$ cat config.mk
export PLATFORM = sky130hd
export DESIGN_NAME = rot_load_ctrl_flat
export DESIGN_NICKNAME = d
export VERILOG_FILES = /design/src/rtl/rot_load_ctrl_if.sv /design/src/rtl/rot_load_ctrl.sv /design/src/flat_wrapper.sv
export SDC_FILE = /design/constraint.sdc
export NUM_CORES = 1
export LEC_CHECK = 0
export ABC_AREA = 1
export BUFFER_PORTS_ARGS = -buffer_cell sky130_fd_sc_hd__buf_2
export CAP_MARGIN = 10
export CORE_MARGIN = 2
export CORE_UTILIZATION = 55
export CTS_BUF_LIST = sky130_fd_sc_hd__clkbuf_4 sky130_fd_sc_hd__clkbuf_8
export DETAILED_ROUTE_END_ITERATION = 10
export PLACE_DENSITY_LB_ADDON = 0.3
export SLEW_MARGIN = 10
export SYNTH_ARGS = -nofsm -noshare
export SYNTH_HDL_FRONTEND = slang
export SYNTH_SLANG_ARGS = --single-unit
$ cat constraint.sdc
create_clock -name clk -period 2 [get_ports clk]
set_input_delay 0.4 -clock clk [delete_from_list [all_inputs] [get_ports clk]]
set_output_delay 0.4 -clock clk [all_outputs]
set_load 0.01 [all_outputs]
$ cat src/rtl/rot_load_ctrl_if.sv
`default_nettype none
// ============================================================================
//  Module      : rot_load_ctrl_if
//  Description : Handshake/bus bundle for rot_load_ctrl. The upstream byte
//                source drives in_data/in_valid and sees in_ready. The
//                downstream rotate register sees load_val/load_en. busy and
//                fifo_count are status outputs.
//  Modports    : master - the side that offers bytes and observes outputs
//                slave  - the rot_load_ctrl block itself
//  Revision    : 1.0 - initial release
// ============================================================================
interface rot_load_ctrl_if #(
    parameter int DEPTH = 4
);
    localparam int C_CW = $clog2(DEPTH) + 1;

    logic [7:0]      in_data;
    logic            in_valid;
    logic            in_ready;
    logic [7:0]      load_val;
    logic            load_en;
    logic            busy;
    logic [C_CW-1:0] fifo_count;

    modport master (
        output in_data,
        output in_valid,
        input  in_ready,
        input  load_val,
        input  load_en,
        input  busy,
        input  fifo_count
    );

    modport slave (
        input  in_data,
        input  in_valid,
        output in_ready,
        output load_val,
        output load_en,
        output busy,
        output fifo_count
    );
endinterface
`default_nettype wire

$ cat src/rtl/rot_load_ctrl.sv
`default_nettype none
// ============================================================================
//  Module      : rot_load_ctrl
//  Description : Buffers incoming bytes in a small FIFO and feeds them one at
//                a time to a downstream rotate register. Each byte gets a
//                one-cycle load strobe followed by a rotate window of exactly
//                ROT_CYCLES cycles before the next byte may be loaded.
//  Ports       : clk  - single clock, rising edge
//                rstn - asynchronous active-low reset
//                bus  - rot_load_ctrl_if.slave (in_data, in_valid, in_ready,
//                       load_val, load_en, busy, fifo_count)
//  Parameters  : DEPTH      - FIFO entries, power of two, 2..16
//                ROT_CYCLES - rotate cycles between loads, 1..255
//  Revision    : 1.0 - initial release
// ============================================================================
module rot_load_ctrl #(
    parameter int DEPTH      = 4,
    parameter int ROT_CYCLES = 8
) (
    input  wire logic        clk,
    input  wire logic        rstn,
    rot_load_ctrl_if.slave   bus
);
    localparam int              C_AW       = $clog2(DEPTH);
    localparam int              C_CW       = C_AW + 1;
    localparam logic [C_CW-1:0] C_DEPTH    = C_CW'(DEPTH);
    localparam logic [7:0]      C_ROT_LAST = 8'(ROT_CYCLES - 1);

    typedef enum logic [1:0] {
        S_IDLE   = 2'd0,
        S_LOAD   = 2'd1,
        S_ROTATE = 2'd2
    } state_t;

    state_t          r_state;
    logic [7:0]      r_rot_cnt;
    logic [C_AW-1:0] r_wr_ptr;
    logic [C_AW-1:0] r_rd_ptr;
    logic [C_CW-1:0] r_count;
    logic [7:0]      r_mem [DEPTH];
    logic [7:0]      r_load_val;
    logic            r_load_en;
    logic            r_busy;

    logic w_ready;
    logic w_push;
    logic w_rot_last;
    logic w_pop;

    // in_ready is held low while reset is asserted; the count term alone
    // gives no fall-through, so a full FIFO refuses even on a pop edge.
    assign w_ready    = rstn && (r_count < C_DEPTH);
    assign w_push     = bus.in_valid && w_ready;
    assign w_rot_last = (r_state == S_ROTATE) && (r_rot_cnt == C_ROT_LAST);
    // Pops happen only from IDLE or at the end of a full rotate window.
    assign w_pop      = (r_count != '0) && ((r_state == S_IDLE) || w_rot_last);

    // Storage needs no reset: only entries between the pointers are read.
    always_ff @(posedge clk) begin
        if (w_push) begin
            r_mem[r_wr_ptr] <= bus.in_data;
        end
    end

    always_ff @(posedge clk or negedge rstn) begin
        if (!rstn) begin
            r_wr_ptr <= '0;
            r_rd_ptr <= '0;
            r_count  <= '0;
        end else begin
            if (w_push) begin
                r_wr_ptr <= r_wr_ptr + C_AW'(1);
            end
            if (w_pop) begin
                r_rd_ptr <= r_rd_ptr + C_AW'(1);
            end
            case ({w_push, w_pop})
                2'b10:   r_count <= r_count + C_CW'(1);
                2'b01:   r_count <= r_count - C_CW'(1);
                default: r_count <= r_count;
            endcase
        end
    end

    // Sequencer with registered strobe, value and busy flag.
    always_ff @(posedge clk or negedge rstn) begin
        if (!rstn) begin
            r_state    <= S_IDLE;
            r_rot_cnt  <= '0;
            r_load_val <= '0;
            r_load_en  <= 1'b0;
            r_busy     <= 1'b0;
        end else begin
            case (r_state)
                S_IDLE: begin
                    if (w_pop) begin
                        r_load_val <= r_mem[r_rd_ptr];
                        r_load_en  <= 1'b1;
                        r_busy     <= 1'b1;
                        r_state    <= S_LOAD;
                    end
                end
                S_LOAD: begin
                    r_load_en <= 1'b0;
                    r_rot_cnt <= '0;
                    r_state   <= S_ROTATE;
                end
                S_ROTATE: begin
                    if (w_rot_last) begin
                        if (w_pop) begin
                            r_load_val <= r_mem[r_rd_ptr];
                            r_load_en  <= 1'b1;
                            r_state    <= S_LOAD;
                        end else begin
                            r_busy  <= 1'b0;
                            r_state <= S_IDLE;
                        end
                    end else begin
                        r_rot_cnt <= r_rot_cnt + 8'd1;
                    end
                end
                default: begin
                    r_load_en <= 1'b0;
                    r_busy    <= 1'b0;
                    r_state   <= S_IDLE;
                end
            endcase
        end
    end

    assign bus.in_ready   = w_ready;
    assign bus.load_val   = r_load_val;
    assign bus.load_en    = r_load_en;
    assign bus.busy       = r_busy;
    assign bus.fifo_count = r_count;
endmodule
`default_nettype wire

$ cat src/flat_wrapper.sv
// flat-port wrapper written by rule: the top's interface ports become plain ports
module rot_load_ctrl_flat 
#(
    parameter int DEPTH      = 4,
    parameter int ROT_CYCLES = 8
)
  (clk, rstn, bus_in_data, bus_in_valid, bus_in_ready, bus_load_val, bus_load_en, bus_busy, bus_fifo_count);
  rot_load_ctrl_if #(.DEPTH(DEPTH)) bus_i ();
  input  wire logic clk;
  input  wire logic rstn;
  input wire logic [$bits(bus_i.in_data)-1:0] bus_in_data;
  input wire logic [$bits(bus_i.in_valid)-1:0] bus_in_valid;
  output wire logic [$bits(bus_i.in_ready)-1:0] bus_in_ready;
  output wire logic [$bits(bus_i.load_val)-1:0] bus_load_val;
  output wire logic [$bits(bus_i.load_en)-1:0] bus_load_en;
  output wire logic [$bits(bus_i.busy)-1:0] bus_busy;
  output wire logic [$bits(bus_i.fifo_count)-1:0] bus_fifo_count;
  assign bus_i.in_data = bus_in_data;
  assign bus_i.in_valid = bus_in_valid;
  assign bus_in_ready = bus_i.in_ready;
  assign bus_load_val = bus_i.load_val;
  assign bus_load_en = bus_i.load_en;
  assign bus_busy = bus_i.busy;
  assign bus_fifo_count = bus_i.fifo_count;
  rot_load_ctrl #(.DEPTH(DEPTH), .ROT_CYCLES(ROT_CYCLES)) u_core (.clk(clk), .rstn(rstn), .bus(bus_i));
endmodule
---- Yosys cells after proc, flatten, opt, wreduce, memory -nomap -nowiden ----
Memories as Yosys holds them, arrays and structs flattened.
Index checks and enable logic that the tools add are counted.
storage, ports and cells
  register bits ........................... 27
  bits in latches ......................... 0
  RAM bits ................................ 32
  bits in read-only memories .............. 0
  logic and storage cells ................. 58
  memories ................................ 1
cells by class
  add/sub/neg operators ................... 5
  multiply operators ...................... 0
  div/mod/pow operators ................... 0
  order comparisons ....................... 1
  equality and inequality tests ........... 9
  shift-type cells ........................ 0
  multiplexer cells ....................... 19
  bitwise gates (word level) .............. 1
  reductions and logical operators ........ 14
memory list
  memory        depth  bits a word  read ports  clocked after memory_dff  wr ports  RTL line             source
  u_core.r_mem  4      8            1           0                         1         rot_load_ctrl.sv:40  logic [7:0] r_mem [DEPTH];
operators with widths
  cell                                                 count
  case mux 8 bit (2 select lines)                      2
  two-way mux 8 bit                                    3
  adder 8 x 1 -> 8 bit, second input constant          1
  equality test 8 x 3 -> 1 bit, second input constant  1
  two-way mux 1 bit                                    8
  case mux 2 bit (3 select lines)                      1
  case mux 3 bit (2 select lines)                      1
  AND reduction 2 bit                                  3
  nonzero test 2 bit                                   3
  adder 2 x 1 -> 2 bit, second input constant          2
  equality test 2 x 1 -> 1 bit, second input constant  2
  equality test 2 bit, second input constant           2
  logical AND 1 bit                                    4
  two-way mux 2 bit                                    2
  != test 2 x 1 -> 1 bit, second input constant        2
  != test 2 bit, second input constant                 2
  AND reduction 4 bit                                  1
  adder 3 x 1 -> 3 bit, second input constant          1
  < comparator 3 bit, second input constant            1
  case mux 1 bit (3 select lines)                      1
  nonzero test 3 bit                                   1
  subtractor 3 x 1 -> 3 bit, second input constant     1
  zero test 2 bit                                      1
  case mux 1 bit (2 select lines)                      1
  other kinds (2)                                      2

---- Logic depth before layout (Yosys ltp) ----
  word-level depth ........................ 7
  depth in mapped cells ................... 11
  depth with buffers taken out ............ 11

---- Worst setup path before layout ----
Ideal clock, no wire load.
  path type ............................... flip-flop to flip-flop
  start point ............................. reg u_core.r_rot_cnt[0]
  end point ............................... reg u_core.r_count[2], in the netlist u_core.bus.fifo_count[2]
  library setup time ...................... 0.131 ns
  arrival ................................. 1.983 ns
  path slack .............................. -0.114 ns
  cell stages (with the launch flop) ...... 12
  buffers on the path ..................... 0
  clock period less this slack ............ 2.114 ns
  cells stage by stage .................... dfrtp_1 -> ha_1 -> nand3_2 -> o21ai_2 -> nand2_2 -> clkinv_2 -> ha_1 -> inv_1 -> fa_1 -> a21oi_1 -> o21ai_0 -> xor2_1
on the way
  longest elaborated chain between the ends .. 6
  elaborated cells on any way between the ends .. 8
ends and longest elaborated chain
  item                                                                   RTL line              source
  from (decl)                                                            rot_load_ctrl.sv:36   logic [7:0] r_rot_cnt;
  from (signal assigned)                                                 rot_load_ctrl.sv:119  r_rot_cnt <= r_rot_cnt + 8'd1;
  equality test 8 x 3 -> 1 bit *                                         rot_load_ctrl.sv:54   assign w_rot_last = (r_state == S_ROTATE) && (r_rot_cnt == C_ROT_LAST);
  logical AND 1 bit *                                                    rot_load_ctrl.sv:54
  logical OR 1 bit *                                                     rot_load_ctrl.sv:56   assign w_pop = (r_count != '0) && ((r_state == S_IDLE) || w_rot_last);
  logical AND 1 bit *                                                    rot_load_ctrl.sv:56
  named net u_core.w_pop                                                 rot_load_ctrl.sv:48   logic w_pop;
  equality test 2 x 1 -> 1 bit or equality test 2 bit (tied branches)    rot_load_ctrl.sv:77   case ({w_push, w_pop})
  case mux 3 bit (2 select lines) or nonzero test 2 bit (tied branches)  --
  to (signal assigned)                                                   rot_load_ctrl.sv:78   2'b10: r_count <= r_count + C_CW'(1);
  to (signal assigned)                                                   rot_load_ctrl.sv:79   2'b01: r_count <= r_count - C_CW'(1);
  to (signal assigned)                                                   rot_load_ctrl.sv:80   default: r_count <= r_count;
  to (decl)                                                              rot_load_ctrl.sv:39   logic [C_CW-1:0] r_count;
The timed path passes the listed nets; every way through them passes the cells marked *.
A chain may end at the register's enable or synchronous reset.

---- Worst setup path after layout ----
Ends and elaborated chain as after synthesis.

==> metrics.md <==
| Metric | Value |
|---|---|
| Worst Clk Skew | `8.05 ps` |
| Vias in the first global route | `1,735` |
| Uppermost layer routed | `met4` |
| Met2 WL | `2370 um` |
| Min-Delay Path Class | `input pin to asynchronous set/reset pin` |
| Gate Count Post-Synth | `236` |
| CP max stage cell | `dfrtp_1` |
| Mapped cell area | `2540 sq um` |
| Die footprint | `5180 sq um` |
| CP endpoint | `u_core.bus.fifo_count[2]` |
| Largest net degree at the start of global routing | `28` |
| CP required | `2210 ps` |
| Post-Syn Area per Cell | `10.8 sq um` |
| Starting density of the core | `0.575` |
| Crit-path max FO | `3` |
| Startpoint types | `register` |
| Antenna Cells | `0` |
| Yosys cell types | `30` |
| Count leader, synth | `nand2_1` |
| Gpl congestion | `0.818` |
| DRT iter0 DRCs | `141` |
| Core area | `4410 sq um` |
| Row cnt | `24` |
| RSZ-0062 raised after global routing | `true` |
| Net Count, Synth | `254` |
| M1 WL | `2150 um` |
| Family with the most delay on the worst path | `adder cells` |
| Drt total wl | `4920 um` |
| Final Setup Violations | `0` |
| DR DRC count | `0` |
| TritonCTS Sinks | `59` |
| Via count | `1,794` |
| Post-synth top area share | `0.378` |
| Slew margin rel. | `0.752` |
| Ranking of synthesized cells by area | `edfxtp_1 (38%), dfrtp_1 (27%), nand2_1 (6.2%)` |
| Worst Setup End Kind | `register` |
| First-pass GRT wire length | `8030 um` |
| Reg clk slew, reported paths | `70 ps` |
| Nets | `302` |
| Filler cells | `314` |
| Die Wd | `72.0 um` |
| Fraction of layout cells with a size suffix above 1 | `0.270` |
| TritonCTS clock tree | `yes` |
| I/O pin count | `25` |
| FF-to-FF End | `u_core.bus.fifo_count[2]` |
| Clock latency on the worst-skew pair | `330 ps` |
| Worst VDD drop | `0.884 mV` |
| Routed len/inst | `14.4 um` |
| Asr flop ratio synth | `0.458` |
| GR Overflow Total | `0` |
| Final Power | `4.74 mW` |
| Post-DP HPWL | `3180 um` |
| PwrDens | `1540 nW/um^2` |
| Max-cap violation count | `0` |
| CP Buf/Inv Count | `2` |
| Reg2reg path depth | `11` |
| Non-Filler Instances | `341` |
| FF+latch count, synth | `59` |
| Outcome | `finished clean` |
| Synth cell count leaders | `nand2_1 (42), edfxtp_1 (32), nor2_1 (30)` |
| Fin worst setup slack | `52.8 ps` |
| R2R setup slack | `50 ps` |
| Total CTS buffers | `9` |
| DIE HEIGHT | `72.0 um` |
| Synthesis Warnings | `0` |
| Port Buffers | `24` |
| Final period utilization | `0.974` |
| Instance count on the critical path | `11` |
| Cell Chain, Critical Path | `ha_2 > nand3_4 > o21ai_2 > nand2_2 > clkinv_4 > ha_4 > inv_2 > fa_2 > a21oi_2 > o21ai_1 > xor2_1` |
| Met3 wire length | `309 um` |
| Clock tree buffer depth | `2` |
| WP data arrival | `2160 ps` |
| Worst slew pin tran | `371 ps` |
| Reg2reg start | `u_core.r_rot_cnt[0]` |
| Critical path class | `register to register` |
| Initial antenna violation count | `0` |
| Area Overhead vs Synth | `21.5%` |
| Hold Fails Final Rpt | `0` |
| Peak Freq | `514 MHz` |
| Fin Setup TNS | `0 ps` |
| Top FF cell, synth | `edfxtp_1` |
| EDFF count, synth | `32` |
| Max-slew violations | `0` |
| Total track usage | `0.214` |
| Final core occ | `0.699` |
| Avg Vias per Cell | `5.26` |
| CTS root buffer | `clkbuf_8` |
| Dpl cells | `319` |
| Dominant cell type by area after synthesis | `edfxtp_1` |
| CP Launch Point | `u_core.r_rot_cnt[0]` |
| Post-synthesis sequential area ratio | `0.644` |
| Delay of the slowest cell on the worst path | `360 ps` |
| Post-Place Setup Slack | `27.6 ps` |
| Pre-antenna DRT Iters | `5` |
| Final ANT Viol Nets | `0` |
| Tmin final | `1950 ps` |
| H-Tree Depth | `3` |
| Leakage power | `1.36 nW` |
cells by family (layout without fill, tap and decap cells):
logic type	Yosys count	in the layout	share of synthesized area
AND/OR/NAND/NOR	90	90	0.148
AO/OA/AOI/OAI	43	43	0.0995
XOR/XNOR	5	5	0.0172
buffers and inverters	32	85	0.0532
flip-flops	59	59	0.644
adder cells (fa/ha/maj)	7	7	0.0374
state kept, by name, summed over array words and instances (netlist names):
name	count
u_core.r_state	2
u_core.r_rot_cnt	8
u_core.r_wr_ptr	2
u_core.bus.load_en	1
u_core.bus.busy	1
u_core.r_mem	32
u_core.bus.load_val	8
u_core.r_rd_ptr	2
u_core.bus.fifo_count	3
worst min-delay path by stage:
stage / endpoint / from / slack (ps) / cells after the start
after global routing: u_core.bus.load_val[4] / rstn / 110 / 2
after floorplan: u_core.bus.busy / rstn / 100 / 0
after global placement: u_core.r_rot_cnt[4] / rstn / 440 / 2
final: u_core.bus.load_val[1] / rstn / 70 / 2
after CTS: u_core.bus.load_val[7] / rstn / 60 / 2
after detailed placement: u_core.r_rot_cnt[6] / rstn / 440 / 2
per-layer routing:
layer	track usage	vias up
li1	-	886
met1	0.289	842
met2	0.309	55
met3	0.0583	11
met4	0.136	0
met5	0	-
power breakdown:
group          switching (mW)  total (mW)  internal [mW]
logic                    1.07        1.77          0.702
clock network           0.464        1.20          0.735
registers               0.197        1.77           1.57
total                    1.73        4.74           3.01
worst register-to-register path: cells and delay by family (launching register included):
kind / cells / cell delay (ps)
adders and majority gates: 3 / 710
DFF: 1 / 360
AOI/OAI and AO/OA: 3 / 350
and+or+nand+nor: 2 / 160
xor gates and xnor gates: 1 / 140
buffers and inverters: 2 / 110
what timing repair did:
item,4_1_cts,5_1_grt
buffers inserted,0,6
hold buffers,0,0
gates resized for setup,0,5
setup endpoints to repair,0,1
placed cells by master, fill, tap and decap left out, drive strengths merged:
cell      instances
a21oi             4
a31oi             2
buf              42
bufinv            2
clkbuf           10
clkinv            3
clkinvlp          1
dfrtp            27
edfxtp           32
fa                1
ha                6
inv              27
nand2            44
nand3            12
nand4             1
nor2             32
nor3              1
o21ai            28
o22ai             8
o31ai             1
xnor2             2
xor2              3
final cells by class:
class	count	area, sq um	area share
sequential	59	1640	0.530
multi-input combinational	145	797	0.258
timing repair buffer	42	255	0.0827
clock buffer	10	138	0.0446
inverter	27	106	0.0345
clock inverter	6	87.6	0.0284
tap	52	65.1	0.0211
per-stage QoR:
step	cell area, sq um	hold WS (ps)
2_1_floorplan	2550	104
3_3_place_gp	2790	437
3_5_place_dp	2790	436
4_1_cts	3020	62.6
5_1_grt	3090	110
6_report	3090	72.4
Power figures use the tool's default switching activity.
